<file path="src/rtl/uart_tx_engine.sv">
// UART transmit engine: pops bytes from a FIFO and serialises them.
// Frame is start, 8 data bits LSB first, optional parity, 1-2 stop bits.
module uart_tx_engine #(
    parameter int CLKS_PER_BIT = 434,
    parameter int PARITY       = 0,
    parameter int STOP_BITS    = 1
) (
    input  logic       CLK,
    input  logic       RST,
    input  logic       ENABLE,
    input  logic       BUFFER_AVAIL,
    input  logic [7:0] BUFFER_DATA,
    output logic       READ_BUFFER,
    output logic       TX,
    output logic       BUSY,
    output logic       DONE
);

    localparam int CW = (CLKS_PER_BIT > 1) ? $clog2(CLKS_PER_BIT) : 1;
    localparam logic [CW-1:0] LAST_CNT  = CW'(CLKS_PER_BIT - 1);
    localparam logic [2:0]    LAST_STOP = 3'(STOP_BITS - 1);

    localparam logic [2:0] S_IDLE   = 3'd0;
    localparam logic [2:0] S_FETCH  = 3'd1;
    localparam logic [2:0] S_LOAD   = 3'd2;
    localparam logic [2:0] S_START  = 3'd3;
    localparam logic [2:0] S_DATA   = 3'd4;
    localparam logic [2:0] S_PARITY = 3'd5;
    localparam logic [2:0] S_STOP   = 3'd6;

    logic [2:0]    state;
    logic [CW-1:0] baud;
    logic [2:0]    bit_idx;
    logic [7:0]    shift;
    logic          par_bit;
    logic          bit_end;

    assign bit_end = (baud == LAST_CNT);
    assign BUSY    = (state != S_IDLE);

    // TX is loaded together with the state change so it never lags the FSM.
    always_ff @(posedge CLK or posedge RST) begin
        if (RST) begin
            state       <= S_IDLE;
            baud        <= '0;
            bit_idx     <= '0;
            shift       <= '0;
            par_bit     <= 1'b0;
            TX          <= 1'b1;
            READ_BUFFER <= 1'b0;
            DONE        <= 1'b0;
        end else begin
            READ_BUFFER <= 1'b0;
            DONE        <= 1'b0;
            case (state)
                S_IDLE: begin
                    if (ENABLE && BUFFER_AVAIL) begin
                        state       <= S_FETCH;
                        READ_BUFFER <= 1'b1;
                    end
                end
                S_FETCH: begin
                    state <= S_LOAD;
                end
                S_LOAD: begin
                    shift   <= BUFFER_DATA;
                    par_bit <= (PARITY == 2) ? ~^BUFFER_DATA : ^BUFFER_DATA;
                    baud    <= '0;
                    TX      <= 1'b0;
                    state   <= S_START;
                end
                S_START: begin
                    if (bit_end) begin
                        baud    <= '0;
                        bit_idx <= '0;
                        TX      <= shift[0];
                        state   <= S_DATA;
                    end else begin
                        baud <= baud + 1'b1;
                    end
                end
                S_DATA: begin
                    if (bit_end) begin
                        baud  <= '0;
                        shift <= {1'b0, shift[7:1]};
                        if (bit_idx == 3'd7) begin
                            bit_idx <= '0;
                            if (PARITY != 0) begin
                                TX    <= par_bit;
                                state <= S_PARITY;
                            end else begin
                                TX    <= 1'b1;
                                state <= S_STOP;
                            end
                        end else begin
                            bit_idx <= bit_idx + 1'b1;
                            TX      <= shift[1];
                        end
                    end else begin
                        baud <= baud + 1'b1;
                    end
                end
                S_PARITY: begin
                    if (bit_end) begin
                        baud    <= '0;
                        bit_idx <= '0;
                        TX      <= 1'b1;
                        state   <= S_STOP;
                    end else begin
                        baud <= baud + 1'b1;
                    end
                end
                S_STOP: begin
                    if (bit_end) begin
                        baud <= '0;
                        if (bit_idx == LAST_STOP) begin
                            bit_idx <= '0;
                            DONE    <= 1'b1;
                            state   <= S_IDLE;
                        end else begin
                            bit_idx <= bit_idx + 1'b1;
                        end
                    end else begin
                        baud <= baud + 1'b1;
                    end
                end
                default: begin
                    TX    <= 1'b1;
                    state <= S_IDLE;
                end
            endcase
        end
    end

endmodule

</file>
<file path="config.mk">
export PLATFORM = sky130hd
export DESIGN_NAME = uart_tx_engine
export DESIGN_NICKNAME = d
export VERILOG_FILES = /design/src/rtl/uart_tx_engine.sv
export SDC_FILE = /design/constraint.sdc
export NUM_CORES = 1
export LEC_CHECK = 0
export ABC_AREA = 1
export CAP_MARGIN = 20
export CORE_MARGIN = 10
export CORE_UTILIZATION = 45
export CTS_CLUSTER_DIAMETER = 30
export DETAILED_ROUTE_END_ITERATION = 8
export GPL_ROUTABILITY_DRIVEN = 0
export PLACE_DENSITY = 0.65
export SLEW_MARGIN = 10
export SYNTH_ARGS = -nofsm -noshare
export SYNTH_HDL_FRONTEND = slang
export SYNTH_SLANG_ARGS = --single-unit
</file>
<file path="constraint.sdc">
create_clock -name CLK -period 1.3 [get_ports CLK]
set_input_delay 0.26 -clock CLK [delete_from_list [all_inputs] [get_ports CLK]]
set_output_delay 0.26 -clock CLK [all_outputs]
set_load 0.005 [all_outputs]
</file>
=== Word-level counts from Yosys, hierarchy flattened ===
Cells that the tools add are included.

* $add $sub $neg: 2
* Multipliers: 0
* Div/mod/pow operators: 0
* Magnitude comparators: 0
* Equality and inequality tests: 16
* Shift operators: 0
* Mux-type cells: 28
* Bitwise gates (word level): 1
* Reduce and logical (&&, ||, !) cells: 14

{| class="wikitable"
|+ Operators by type and width
! cell !! count
|-
| 2-to-1 mux 3 bit || 12
|-
| case mux 3 bit (7 select lines) || 1
|-
| case mux 9 bit (2 select lines) || 1
|-
| case mux 8 bit (2 select lines) || 1
|-
| != test 2 bit, second input constant || 7
|-
| == test 3 bit, second input constant || 4
|-
| adder 9 x 1 -> 9 bit, second input constant || 1
|-
| == test 9 bit, second input constant || 1
|-
| 2-to-1 mux 1 bit || 9
|-
| 2-to-1 mux 9 bit || 1
|-
| case mux 3 bit (3 select lines) || 1
|-
| 2-to-1 mux 8 bit || 1
|-
| AND reduction 4 bit || 2
|-
| AND reduction 7 bit || 1
|-
| == test 3 x 2 -> 1 bit, second input constant || 2
|-
| zero test 3 bit || 2
|-
| nonzero test 3 bit || 2
|-
| case mux 1 bit (5 select lines) || 1
|-
| nonzero test 2 bit || 2
|-
| OR reduction 4 bit || 1
|-
| adder 3 x 1 -> 3 bit, second input constant || 1
|-
| == test 3 x 1 -> 1 bit, second input constant || 1
|-
| OR reduction 3 bit || 1
|-
| != test 2 x 1 -> 1 bit, second input constant || 1
|-
| other kinds (4) || 4
|}

* Register bits after elaboration: 26
* Bits in latches: 0
* Bits in writable memories: 0
* Memory bits (read-only): 0
* Bits of input ports: 12
* Word-level logic and storage cells: 68
* Memories kept: 0

=== Longest topological paths before layout ===
* Depth in word-level cells: 4
* Depth in mapped cells: 10
* Depth with buffers taken out: 10

=== Least setup slack after synthesis ===
OpenSTA, ideal clock, no wires.

* Kind: reg2reg
* From: reg baud[1]
* To: reg state[2]
* Library setup time: 117 ps
* Arrival: 1208 ps
* Data required time: 1183 ps
* Setup slack: -24 ps
* Stages on the path, launching flop included: 10
* Period minus slack after synthesis: 1324 ps
* Cells stage by stage: dfrtp_1 -> inv_1 -> ha_1 -> nand2_1 -> nor2_2 -> nand2_4 -> o21ai_4 -> nand2_2 -> nand2_1 -> nand2_1

* Word-level cells in the longest chain between the ends: 3

{| class="wikitable"
|+ RTL lines
! element !! RTL line !! source
|-
| start, declared || 32 || <nowiki>logic [CW-1:0] baud;</nowiki>
|-
| start signal, assigned || 79 || <nowiki>baud <= baud + 1'b1;</nowiki>
|-
| start signal, assigned || 100 || <nowiki>baud <= baud + 1'b1;</nowiki>
|-
| start signal, assigned || 110 || <nowiki>baud <= baud + 1'b1;</nowiki>
|-
| == test 9 bit * || 38 || <nowiki>assign bit_end = (baud == LAST_CNT);</nowiki>
|-
| != test 2 bit (no source line) || - ||
|-
| AND reduction 7 bit (no source line) * || - ||
|-
| end signal, assigned || 44 || <nowiki>state <= S_IDLE;</nowiki>
|-
| end signal, assigned || 58 || <nowiki>state <= S_FETCH;</nowiki>
|-
| end signal, assigned || 63 || <nowiki>state <= S_LOAD;</nowiki>
|-
| end, declared || 31 || <nowiki>logic [2:0] state;</nowiki>
|}

Every way passes the cells marked *; elsewhere a longest branch is shown, timed or not.
A chain may end at the register's enable or synchronous reset.

=== Worst setup path in the final report ===
* From: reg state[0]
* To: reg state[2]

* Word-level cells in the longest chain between the ends: 3

{| class="wikitable"
|+ RTL lines
! element !! RTL line !! source
|-
| == test 3 bit (tied with other cells) || 55 || <nowiki>case (state)</nowiki>
|-
| != test 2 bit (no source line) || - ||
|-
| AND reduction 7 bit (no source line) || - ||
|}

Parallel ways exist; a longest one is shown, timed or not.

==> results.yml <==
outcome:
  outcome: "finished, violations left"
  violations: "negative setup slack"
global_routing:
  antenna_found_initial: 0
  grt_max_degree: 27
  grt_pass1_vias: 1536
  grt-ovfl-total: 0
  groute.usage.overall_pct: 13.34
  grt_first_pass_wirelength_um: 7120
routing:
  ant_nets: 0
  dr.pass1.iters: 4
  drt-wirelength-per-cell_um: 12.64
  drc: 0
  vias: 1605
  drt-initial-drc-count: 79
  avgViaCountPerCell: 4.834
  wl_um: 4197
clock_tree:
  cts_sinks: 26
  cts_root_buf: "clkbuf_8"
  cts_inserted_buffers: 3
  clk-insertion-delay-late_ns: 0.28
  clk_pin_slew_ns: 0.10
  cts_hold_buf: 0
  htree_levels: 1
  cts_tree: "done"
  clk_path_buf_depth: 2
critical_path:
  worstPathArrival_ns: 1.54
  worstPathRequired_ns: 1.48
  rr_worst_depth: 8
  cp-start-kind: "register"
  r2r_end: "state[2]"
  r2r_setup_slack_ns: -0.07
  path_cells: "buf_6 > buf_12 > nor2_4 > buf_6 > o21ai_4 > nand2_2 > nand2_1 > nand2_1"
  critPathKind: "reg2reg"
  cp_slowest_cell: "dfrtp_1"
  path_max_fanout: 6
  r2r-start: "state[0]"
  slowest_delay_ns: 0.41
  end_kind: "register"
placement:
  io_buffers: 15
  dp_slack_ns: -0.1213
  place_hpwl_um: 2817
yosys:
  synth_top_cells_by_area: "dfrtp_1, nand2_1, nand3_1"
  synth_cell_types: 24
  yosysWarnings: 0
  syn_area_per_cell_um2: 7.535
  yosys_register_bits: 26
  synth_area_leader_cell: "dfrtp_1"
  syn_nets: 242
  synth.top_cell.area_share_pct: 36.90
  synth_cells: 225
  netlist_area_mm2: 0.001695
  ys_seq_area_share_pct: 38.45
finish:
  mostFrequentLayoutCell: "nand2_1"
  area_delta_synth_final_pct: 46.20
  nNetsFinal: 302
  n_antenna_cell: 0
  layout_common_cells: "nand2_1, buf_4, dfrtp_1"
  drive_gt1_share_pct: 38.38
  final_util_pct: 67.70
sta:
  worst_pin_slew_ns: 0.2259
  timing.fmax_mhz: 732.2
  relSlewSlack_pct: 84.88
  setup_viol: 25
  setup_ws_ns: -0.06575
  hold_viol: 0
  slew_violations: 0
  period_needed_ns: 1.366
  finalHoldWorstSlack_ns: 0.3129
  min_period_over_period_pct: 105.1
  rsz0062_at_grt: "yes"
  skew_ns: 0.002749
die:
  dieHeight_um: 81.38
  initial_utilization_pct: 46.31
  coreArea_mm2: 0.003661
  fp-row-count: 22
  pin_count: 16
  dieArea_mm2: 0.006623
  die_w_um: 81.38
worst_hold_path:
  hold_class: "in2async"
pwr:
  p_leak_nw: 1.295
  power_density_mw_per_mm2: 591.1
  ir_worst_vdd_uv: 557.0
job:
  cap_violations: 0
==> worst max-delay path by stage <==
stage | from | slack (ns) | to | cells past startpoint
finish | state[0] | -0.07 | state[2] | 8
global route | baud[1] | -0.15 | state[2] | 9
CTS | state[2] | -0.06 | BUSY | 3
detailed placement | bit_idx[0] | -0.12 | state[2] | 9
global placement | ENABLE | -0.09 | state[2] | 8
floorplan | bit_idx[0] | 0.005 | state[2] | 9
==> layer usage <==
| layer | GRT usage, % | wire [um] |
|---|---|---|
| met1 | 18.26 | 1981 |
| met2 | 20.77 | 1936 |
| met3 | 2.649 | 242 |
| met4 | 3.633 | 37 |
| met5 | 0 | 0 |
==> cell type report <==
cell class / count / area, um^2
Sequential cell: 26 / 651.9
Multi-Input combinational cell: 170 / 1091
Inverter: 27 / 108.9
Clock buffer: 4 / 55.05
Fill cell: 303 / 1182
Tap cell: 48 / 60.06
Timing Repair Buffer: 57 / 511.7
==> stage by stage <==
step | TNS [ns] | cell area [um^2] | std cells | total power [W]
after detailed placement | -1.405 | 2175 | 318 | 0.0009285
final | -0.9758 | 2479 | 332 | 0.001465
after global placement | -1.018 | 2175 | 318 | 0.0009267
after global routing | -2.816 | 2479 | 332 | 0.001517
after floorplan | 0 | 1700 | 225 | 0.0008770
after CTS | -0.8382 | 2417 | 330 | 0.001471
==> critical path: cells and delay by family (launching register included) <==
family,cells,cell delay [ns]
simple gates,4,0.22
flops,1,0.41
compound gates,1,0.21
buf+inv,3,0.41
==> kinds of logic (layout without fill, tap and decap cells) <==
group | count (synthesis) | in the layout | synth area share, %
compound gates | 12 | 13 | 4.207
xor+xnor | 4 | 4 | 2.067
buf+inv | 31 | 88 | 8.413
flops | 26 | 26 | 38.45
fa+ha+maj | 5 | 5 | 3.690
simple gates | 147 | 148 | 43.17
==> power by group <==
group          total [W]  leakage, nW  switching (W)  internal (W)
Combinational  0.0000876        0.959      0.0000386     0.0000490
Sequential      0.000828        0.307     0.00000749      0.000821
Clock           0.000549       0.0288       0.000278      0.000271
==> flip-flops by register name (all words and copies together), names as in the netlist <==
signal and cells:
shift 8, state 3, READ_BUFFER 1, bit_idx 3
TX 1, DONE 1, baud 9
==> Yosys cell counts <==
cell type / count
buf_4: 1
buf_6: 3
dfrtp_1: 25
dfstp_2: 1
ha_1: 5
inv_1: 20
inv_2: 7
nand2_1: 88
nand2_2: 3
nand2_4: 6
nand3_1: 26
nand3_2: 3
nand3_4: 1
nand4_1: 5
nor2_1: 8
nor2_2: 1
nor2_4: 4
nor2_8: 1
nor3_1: 1
o21ai_0: 10
o21ai_1: 1
o21ai_4: 1
xnor2_1: 1
xor2_1: 3
==> repair_timing <==
| action | in CTS | in global routing |
|---|---|---|
| resized for setup | 54 | 19 |
| setup buffers | 10 | 2 |
| setup endpoints to repair | 29 | 27 |
| pin swaps | 23 | 10 |
| endpoints found under the hold margin | 0 | 0 |
| cloned | 2 | 0 |
Power figures use the tool's default switching activity.
